`src/rtl/muldiv_unit.sv`:
```
// -----------------------------------------------------------------------------
// muldiv_unit
//
// Iterative 64-bit multiply / divide unit with one bit processed per cycle.
//
//   Multiply : 128-bit product. Low half goes to data_1_o and high half to
//              data_2_o. Signed, unsigned and mixed-sign operands are
//              selected by rs1_sign_i / rs2_sign_i.
//   Divide   : quotient goes to data_1_o and remainder to data_2_o, using
//              restoring division. The quotient is truncated toward zero
//              and the remainder takes the sign of the dividend.
//              Divide by zero completes one cycle after accept with
//              quotient = all ones and remainder = dividend.
//
// Timing after the accept edge:
//   - 1 prep cycle, in which the operands are converted to magnitudes.
//   - 64 CALC iterations.
//   - 1 DONE cycle, in which resp_valid_o is high.
//
// Ports
//   clk          : clock, rising edge
//   rst          : asynchronous reset, active low
//   rs1_data_i   : operand A (multiplicand / dividend)
//   rs2_data_i   : operand B (multiplier / divisor)
//   rs1_sign_i   : operand A is signed
//   rs2_sign_i   : operand B is signed
//   req_valid_i  : request present (sampled only in IDLE)
//   mul_en_i     : 1 = multiply, 0 = divide
//   flush_i      : abort; returns to IDLE with no response
//   ready_o      : unit is idle and will accept a request
//   resp_valid_o : single-cycle result strobe
//   data_1_o     : product low half / quotient
//   data_2_o     : product high half / remainder
//   stall_o      : req_valid_i & ~resp_valid_o
// -----------------------------------------------------------------------------
module muldiv_unit (
    input  logic        clk,
    input  logic        rst,
    input  logic [63:0] rs1_data_i,
    input  logic [63:0] rs2_data_i,
    input  logic        rs1_sign_i,
    input  logic        rs2_sign_i,
    input  logic        req_valid_i,
    input  logic        mul_en_i,
    input  logic        flush_i,
    output logic        ready_o,
    output logic        resp_valid_o,
    output logic [63:0] data_1_o,
    output logic [63:0] data_2_o,
    output logic        stall_o
);

    typedef enum logic [1:0] {
        IDLE = 2'd0,
        CALC = 2'd1,
        DONE = 2'd2
    } state_t;

    state_t      state_reg, state_next;
    logic [5:0]  cnt_reg;
    logic        prep_reg;      // first CALC cycle: magnitude conversion
    logic        mul_reg;
    logic        sign_a_reg;
    logic        sign_b_reg;
    logic        neg_a_reg;     // effective operand A was negative
    logic        neg_b_reg;     // effective operand B was negative
    logic [63:0] op_a_reg;      // raw operand until prep, magnitude after
    logic [63:0] op_b_reg;
    logic [63:0] acc_hi_reg;    // product high / partial remainder
    logic [63:0] acc_lo_reg;    // multiplier bits / dividend-quotient bits
    logic [63:0] data_1_reg;
    logic [63:0] data_2_reg;

    // ---------------------------------------------------------------------
    // Control
    // ---------------------------------------------------------------------
    logic accept;
    logic div_by_zero;
    logic last_step;

    assign accept      = (state_reg == IDLE) && req_valid_i && !flush_i;
    assign div_by_zero = !mul_en_i && (rs2_data_i == 64'd0);
    assign last_step   = (state_reg == CALC) && !prep_reg && (cnt_reg == 6'd63);

    always_comb begin
        state_next = state_reg;
        case (state_reg)
            IDLE: begin
                if (req_valid_i) begin
                    state_next = div_by_zero ? DONE : CALC;
                end
            end
            CALC: begin
                if (last_step) begin
                    state_next = DONE;
                end
            end
            DONE:    state_next = IDLE;
            default: state_next = IDLE;
        endcase
        // An abort overrides everything, including an accept in IDLE.
        if (flush_i) begin
            state_next = IDLE;
        end
    end

    // ---------------------------------------------------------------------
    // Operand magnitudes, computed in the prep cycle from latched operands
    // ---------------------------------------------------------------------
    logic        a_is_neg;
    logic        b_is_neg;
    logic [63:0] mag_a;
    logic [63:0] mag_b;

    assign a_is_neg = sign_a_reg && op_a_reg[63];
    assign b_is_neg = sign_b_reg && op_b_reg[63];
    assign mag_a    = a_is_neg ? (~op_a_reg + 64'd1) : op_a_reg;
    assign mag_b    = b_is_neg ? (~op_b_reg + 64'd1) : op_b_reg;

    // ---------------------------------------------------------------------
    // One iteration of shift-add multiply or restoring divide
    // ---------------------------------------------------------------------
    logic [64:0] mul_sum;
    logic [64:0] div_shift;
    logic        div_fits;
    logic [63:0] div_diff;
    logic [63:0] step_hi;
    logic [63:0] step_lo;

    always_comb begin
        // Multiply: conditionally add the multiplicand, then shift the
        // {carry, hi, lo} chain right by one.
        mul_sum   = {1'b0, acc_hi_reg} + (acc_lo_reg[0] ? {1'b0, op_a_reg} : 65'd0);

        // Divide: shift the next dividend bit into the partial remainder.
        // The shifted value can need 65 bits. Whenever the subtraction
        // succeeds, the difference is below the divisor, so it fits in
        // 64 bits.
        div_shift = {acc_hi_reg, acc_lo_reg[63]};
        div_fits  = (div_shift >= {1'b0, op_b_reg});
        div_diff  = div_shift[63:0] - op_b_reg;

        if (mul_reg) begin
            step_hi = mul_sum[64:1];
            step_lo = {mul_sum[0], acc_lo_reg[63:1]};
        end else begin
            step_hi = div_fits ? div_diff : div_shift[63:0];
            step_lo = {acc_lo_reg[62:0], div_fits};
        end
    end

    // ---------------------------------------------------------------------
    // Sign correction of the final iteration's result
    // ---------------------------------------------------------------------
    logic [127:0] prod_mag;
    logic [127:0] prod_signed;
    logic [63:0]  quot_signed;
    logic [63:0]  rem_signed;
    logic [63:0]  res_1;
    logic [63:0]  res_2;

    always_comb begin
        prod_mag    = {step_hi, step_lo};
        prod_signed = (neg_a_reg ^ neg_b_reg) ? (~prod_mag + 128'd1) : prod_mag;
        quot_signed = (neg_a_reg ^ neg_b_reg) ? (~step_lo + 64'd1) : step_lo;
        rem_signed  = neg_a_reg ? (~step_hi + 64'd1) : step_hi;
        if (mul_reg) begin
            res_1 = prod_signed[63:0];
            res_2 = prod_signed[127:64];
        end else begin
            res_1 = quot_signed;
            res_2 = rem_signed;
        end
    end

    // ---------------------------------------------------------------------
    // Registers
    // ---------------------------------------------------------------------
    always_ff @(posedge clk or negedge rst) begin
        if (!rst) begin
            state_reg  <= IDLE;
            cnt_reg    <= 6'd0;
            prep_reg   <= 1'b0;
            mul_reg    <= 1'b0;
            sign_a_reg <= 1'b0;
            sign_b_reg <= 1'b0;
            neg_a_reg  <= 1'b0;
            neg_b_reg  <= 1'b0;
            op_a_reg   <= 64'd0;
            op_b_reg   <= 64'd0;
            acc_hi_reg <= 64'd0;
            acc_lo_reg <= 64'd0;
            data_1_reg <= 64'd0;
            data_2_reg <= 64'd0;
        end else begin
            state_reg <= state_next;

            if (accept) begin
                op_a_reg   <= rs1_data_i;
                op_b_reg   <= rs2_data_i;
                sign_a_reg <= rs1_sign_i;
                sign_b_reg <= rs2_sign_i;
                mul_reg    <= mul_en_i;
                prep_reg   <= 1'b1;
                cnt_reg    <= 6'd0;
                // Divide by zero skips CALC, so its result is produced here.
                if (div_by_zero) begin
                    data_1_reg <= 64'hFFFF_FFFF_FFFF_FFFF;
                    data_2_reg <= rs1_data_i;
                end
            end

            if ((state_reg == CALC) && !flush_i) begin
                if (prep_reg) begin
                    prep_reg   <= 1'b0;
                    op_a_reg   <= mag_a;
                    op_b_reg   <= mag_b;
                    neg_a_reg  <= a_is_neg;
                    neg_b_reg  <= b_is_neg;
                    acc_hi_reg <= 64'd0;
                    // The multiplier is shifted out of the low word; for
                    // divide, the dividend is shifted out of the same
                    // word while the quotient bits shift in.
                    acc_lo_reg <= mul_reg ? mag_b : mag_a;
                end else begin
                    acc_hi_reg <= step_hi;
                    acc_lo_reg <= step_lo;
                    cnt_reg    <= cnt_reg + 6'd1;
                    if (last_step) begin
                        data_1_reg <= res_1;
                        data_2_reg <= res_2;
                    end
                end
            end
        end
    end

    // ---------------------------------------------------------------------
    // Outputs
    // ---------------------------------------------------------------------
    assign ready_o      = (state_reg == IDLE);
    assign resp_valid_o = (state_reg == DONE);
    assign data_1_o     = data_1_reg;
    assign data_2_o     = data_2_reg;
    assign stall_o      = req_valid_i && !resp_valid_o;

endmodule

```
`config.mk`:
```
export PLATFORM = sky130hd
export DESIGN_NAME = muldiv_unit
export DESIGN_NICKNAME = d
export VERILOG_FILES = /design/src/rtl/muldiv_unit.sv
export SDC_FILE = /design/constraint.sdc
export NUM_CORES = 2
export LEC_CHECK = 0
export ABC_AREA = 1
export CORE_MARGIN = 2
export CORE_UTILIZATION = 45
export CTS_CLUSTER_SIZE = 40
export DETAILED_ROUTE_END_ITERATION = 10
export PLACE_DENSITY = 0.65
export SETUP_SLACK_MARGIN = 0.02
export SLEW_MARGIN = 40
export SYNTH_ARGS = -nofsm -noshare
export SYNTH_HDL_FRONTEND = slang
export SYNTH_SLANG_ARGS = --single-unit
```
`constraint.sdc`:
```
create_clock -name clk -period 8.4 [get_ports clk]
set_input_delay 2.1 -clock clk [delete_from_list [all_inputs] [get_ports clk]]
set_output_delay 2.1 -clock clk [all_outputs]
set_load 0.01 [all_outputs]
```
==> flow_summary.yaml <==
flow_run:
  maxCapViolCount: 0
clock_network:
  cts_hold_buffers: 0
  cts_buffers: 52
  cts_tree: "built"
  cts_num_sinks: 398
  cts_resized: 0
  clockRootBuffer: "clkbuf_16"
  htreeDepth: 2
  clockBufferDepth: 3
  clk_pin_slew_ps: 60
  clk_latency_ps: 680
  cts_setup_buffers: 0
grt:
  antenna_found_initial: 7
  track_usage: 0.4563
  grt_pass1_wl_um: 311000
  grt_max_degree: 160
  grt_pass1_vias: 45146
  grt-ovfl-total: 0
power:
  p_per_area_nw_per_um2: 452.7
  irDropWorstVdd_mv: 0.3589
  leakage_nw: 23.76
status:
  violations: "DRC"
  status: "finished with violations"
yosys:
  async_flop_share: 1.000
  synth-edff-count: 0
  netlist_instances: 7108
  yosysWarnings: 0
  ys_types: 67
  post-synth-top-count-cell: "nand2_1"
  yosys_register_bits: 398
  yosysTopAreaCell: "dfrtp_1"
  syn_area_um2: 41430
  synth_area_leaders: "dfrtp_1 (24%), nand2_1 (19%), inv_1 (10%)"
  synth_commonest_cells: "nand2_1 (2113), inv_1 (1129), nor2_1 (761)"
  synth_nets: 7378
  synth_top_area_share: 0.2404
  synthFlopType: "dfrtp_1"
  synth-seq-area-share: 0.2404
  avgSynthCellArea_um2: 5.828
floorplan:
  start_util: 0.4533
  core_um2: 91390
  die_y_um: 307.4
  die_x_um: 307.4
  die-area_um2: 94500
  io_pins: 266
  rows: 111
detailed_routing:
  dr_total_vias: 49458
  wl_um: 222000
  wire_per_inst_um: 26.25
  drc: 2
  postRouteAntennaNets: 0
  drtPass1Iterations: 10
  vias_per_cell: 5.847
  dr.first_iter.drc_count: 7181
setup_path:
  cpMaxStageDelayCell: "dfrtp_1"
  required_ps: 8950
  path_max_fanout: 14
  reg2reg_from: "op_b_reg[55]"
  critPathKind: "reg -> reg"
  critPathMaxStageDelay_ps: 400
  cpMostUsedCell: "nand2_1"
  crit_path_start_kind: "flop"
  crit_start: "op_b_reg[55]"
  cp.arrival_ps: 6860
  crit_path_end_kind: "flop"
finish:
  design_area_um2: 46820
  fill_cells: 9775
  drive_gt1_frac: 0.04883
  final_nets: 7498
  finalNonFillerCells: 8459
  synthToLayoutAreaGrowth_pct: 13.01
sta:
  fin_crit_sh: 0.7513
  setup_violations: 0
  hold_violations: 0
  clock.fmax_mhz: 158.5
  tightest_slew_ps: 1013
  rsz0062_at_grt: "false"
  finalClockSkew_ps: 38.52
  maxSlewViolCount: 0
  fin_crit_ps: 6311
  slew_headroom: 0.3173
  finalSetupTns_ps: 0
hold_path:
  min_path_type: "reg -> reg"
  hp-start: "state_reg[1]"
placed_design:
  dp_hpwl_um: 182700
  io_buffers: 265
  dp.cells: 8360
  place_congestion: 1.096
  place_area_um2: 44920
cell type report:
cell class / instances / area (um2) / share of cell area
clock buffers: 71 / 1493 / 0.03188
inverters: 1172 / 4415 / 0.09431
clock inverters: 25 / 392.9 / 0.008392
flip-flops and latches: 398 / 9965 / 0.2128
multi-input cells: 5285 / 25920 / 0.5537
diodes: 3 / 7.507 / 0.0001604
repair buffers: 319 / 3137 / 0.06700
well taps: 1186 / 1484 / 0.03170
critical path: cells and delay by family, from the launching register on:
kind,cells,cell delay [ps]
and+or+nand+nor,23,3800
AOI/OAI and AO/OA,3,770
adders and majority gates,2,660
buffers and inverters,3,520
DFF,1,400
power by group:
part	switching (mW)	total, mW	internal, mW
Sequential	0.975	3.50	2.53
Combinational	11.2	15.2	3.98
Clock	1.04	2.54	1.50
Total	13.2	21.2	8.00
routing by layer:
layer,routed length (um),track usage,vias to the layer above
met5,18,0,-
met3,22910,0.1065,638
met1,85300,0.5668,23049
met2,92400,0.6755,2934
li1,-,-,22835
met4,21400,0.3686,2
placed cells by master, fill, tap and decap left out, types with 42 or more instances in the layout:
cell type,netlist,routed
xor2_1,162,162
buf_4,5,46
o21ai_0,661,658
o21ai_1,48,51
ha_1,133,133
nand2_1,2113,2113
nor3_1,73,73
nor2_1,761,755
nand4_1,85,85
o22ai_1,96,96
a22oi_1,45,45
a21oi_1,255,255
dfrtp_1,398,396
nor4_1,42,42
nand3_1,465,465
clkbuf_16,0,52
inv_1,1129,1122
clkdlybuf4s50_1,0,264
nor2_2,52,51
stage by stage:
stage / hold slack, ps / power [mW] / setup WS [ps] / util
2_1_floorplan: 432.9 / 12.35 / 3997 / -
3_3_place_gp: 449.3 / 17.92 / 2516 / 0.4914
3_5_place_dp: 464.3 / 17.97 / 2474 / 0.4915
4_1_cts: 470.8 / 20.54 / 2433 / 0.5121
5_1_grt: 491.7 / 22.20 / 1906 / 0.5122
6_report: 467.9 / 21.20 / 2089 / 0.5123
cell families after synthesis:
group / after synthesis / synth area share
DFF: 398 / 0.2404
AOI/OAI and AO/OA: 1232 / 0.1635
buffers and inverters: 1425 / 0.1350
adders and majority gates: 135 / 0.04114
xor gates and xnor gates: 199 / 0.04207
and+or+nand+nor: 3716 / 0.3770
muxes: 3 / 0.0007551
path summary, 6_finish.rpt:
check	endpoint	slack, ps	depth (start not counted)
worst max-delay path	data_2_o[52]	2090	31
worst max register to register	data_2_o[52]	2090	31
max in group asynchronous	data_2_o[47]	5750	2
worst min-delay path	state_reg[1]	470	1
min in group asynchronous	op_b_reg[15]	1390	1
worst min register to register	state_reg[1]	470	1
Note: power is estimated with default switching activity, not from simulation.
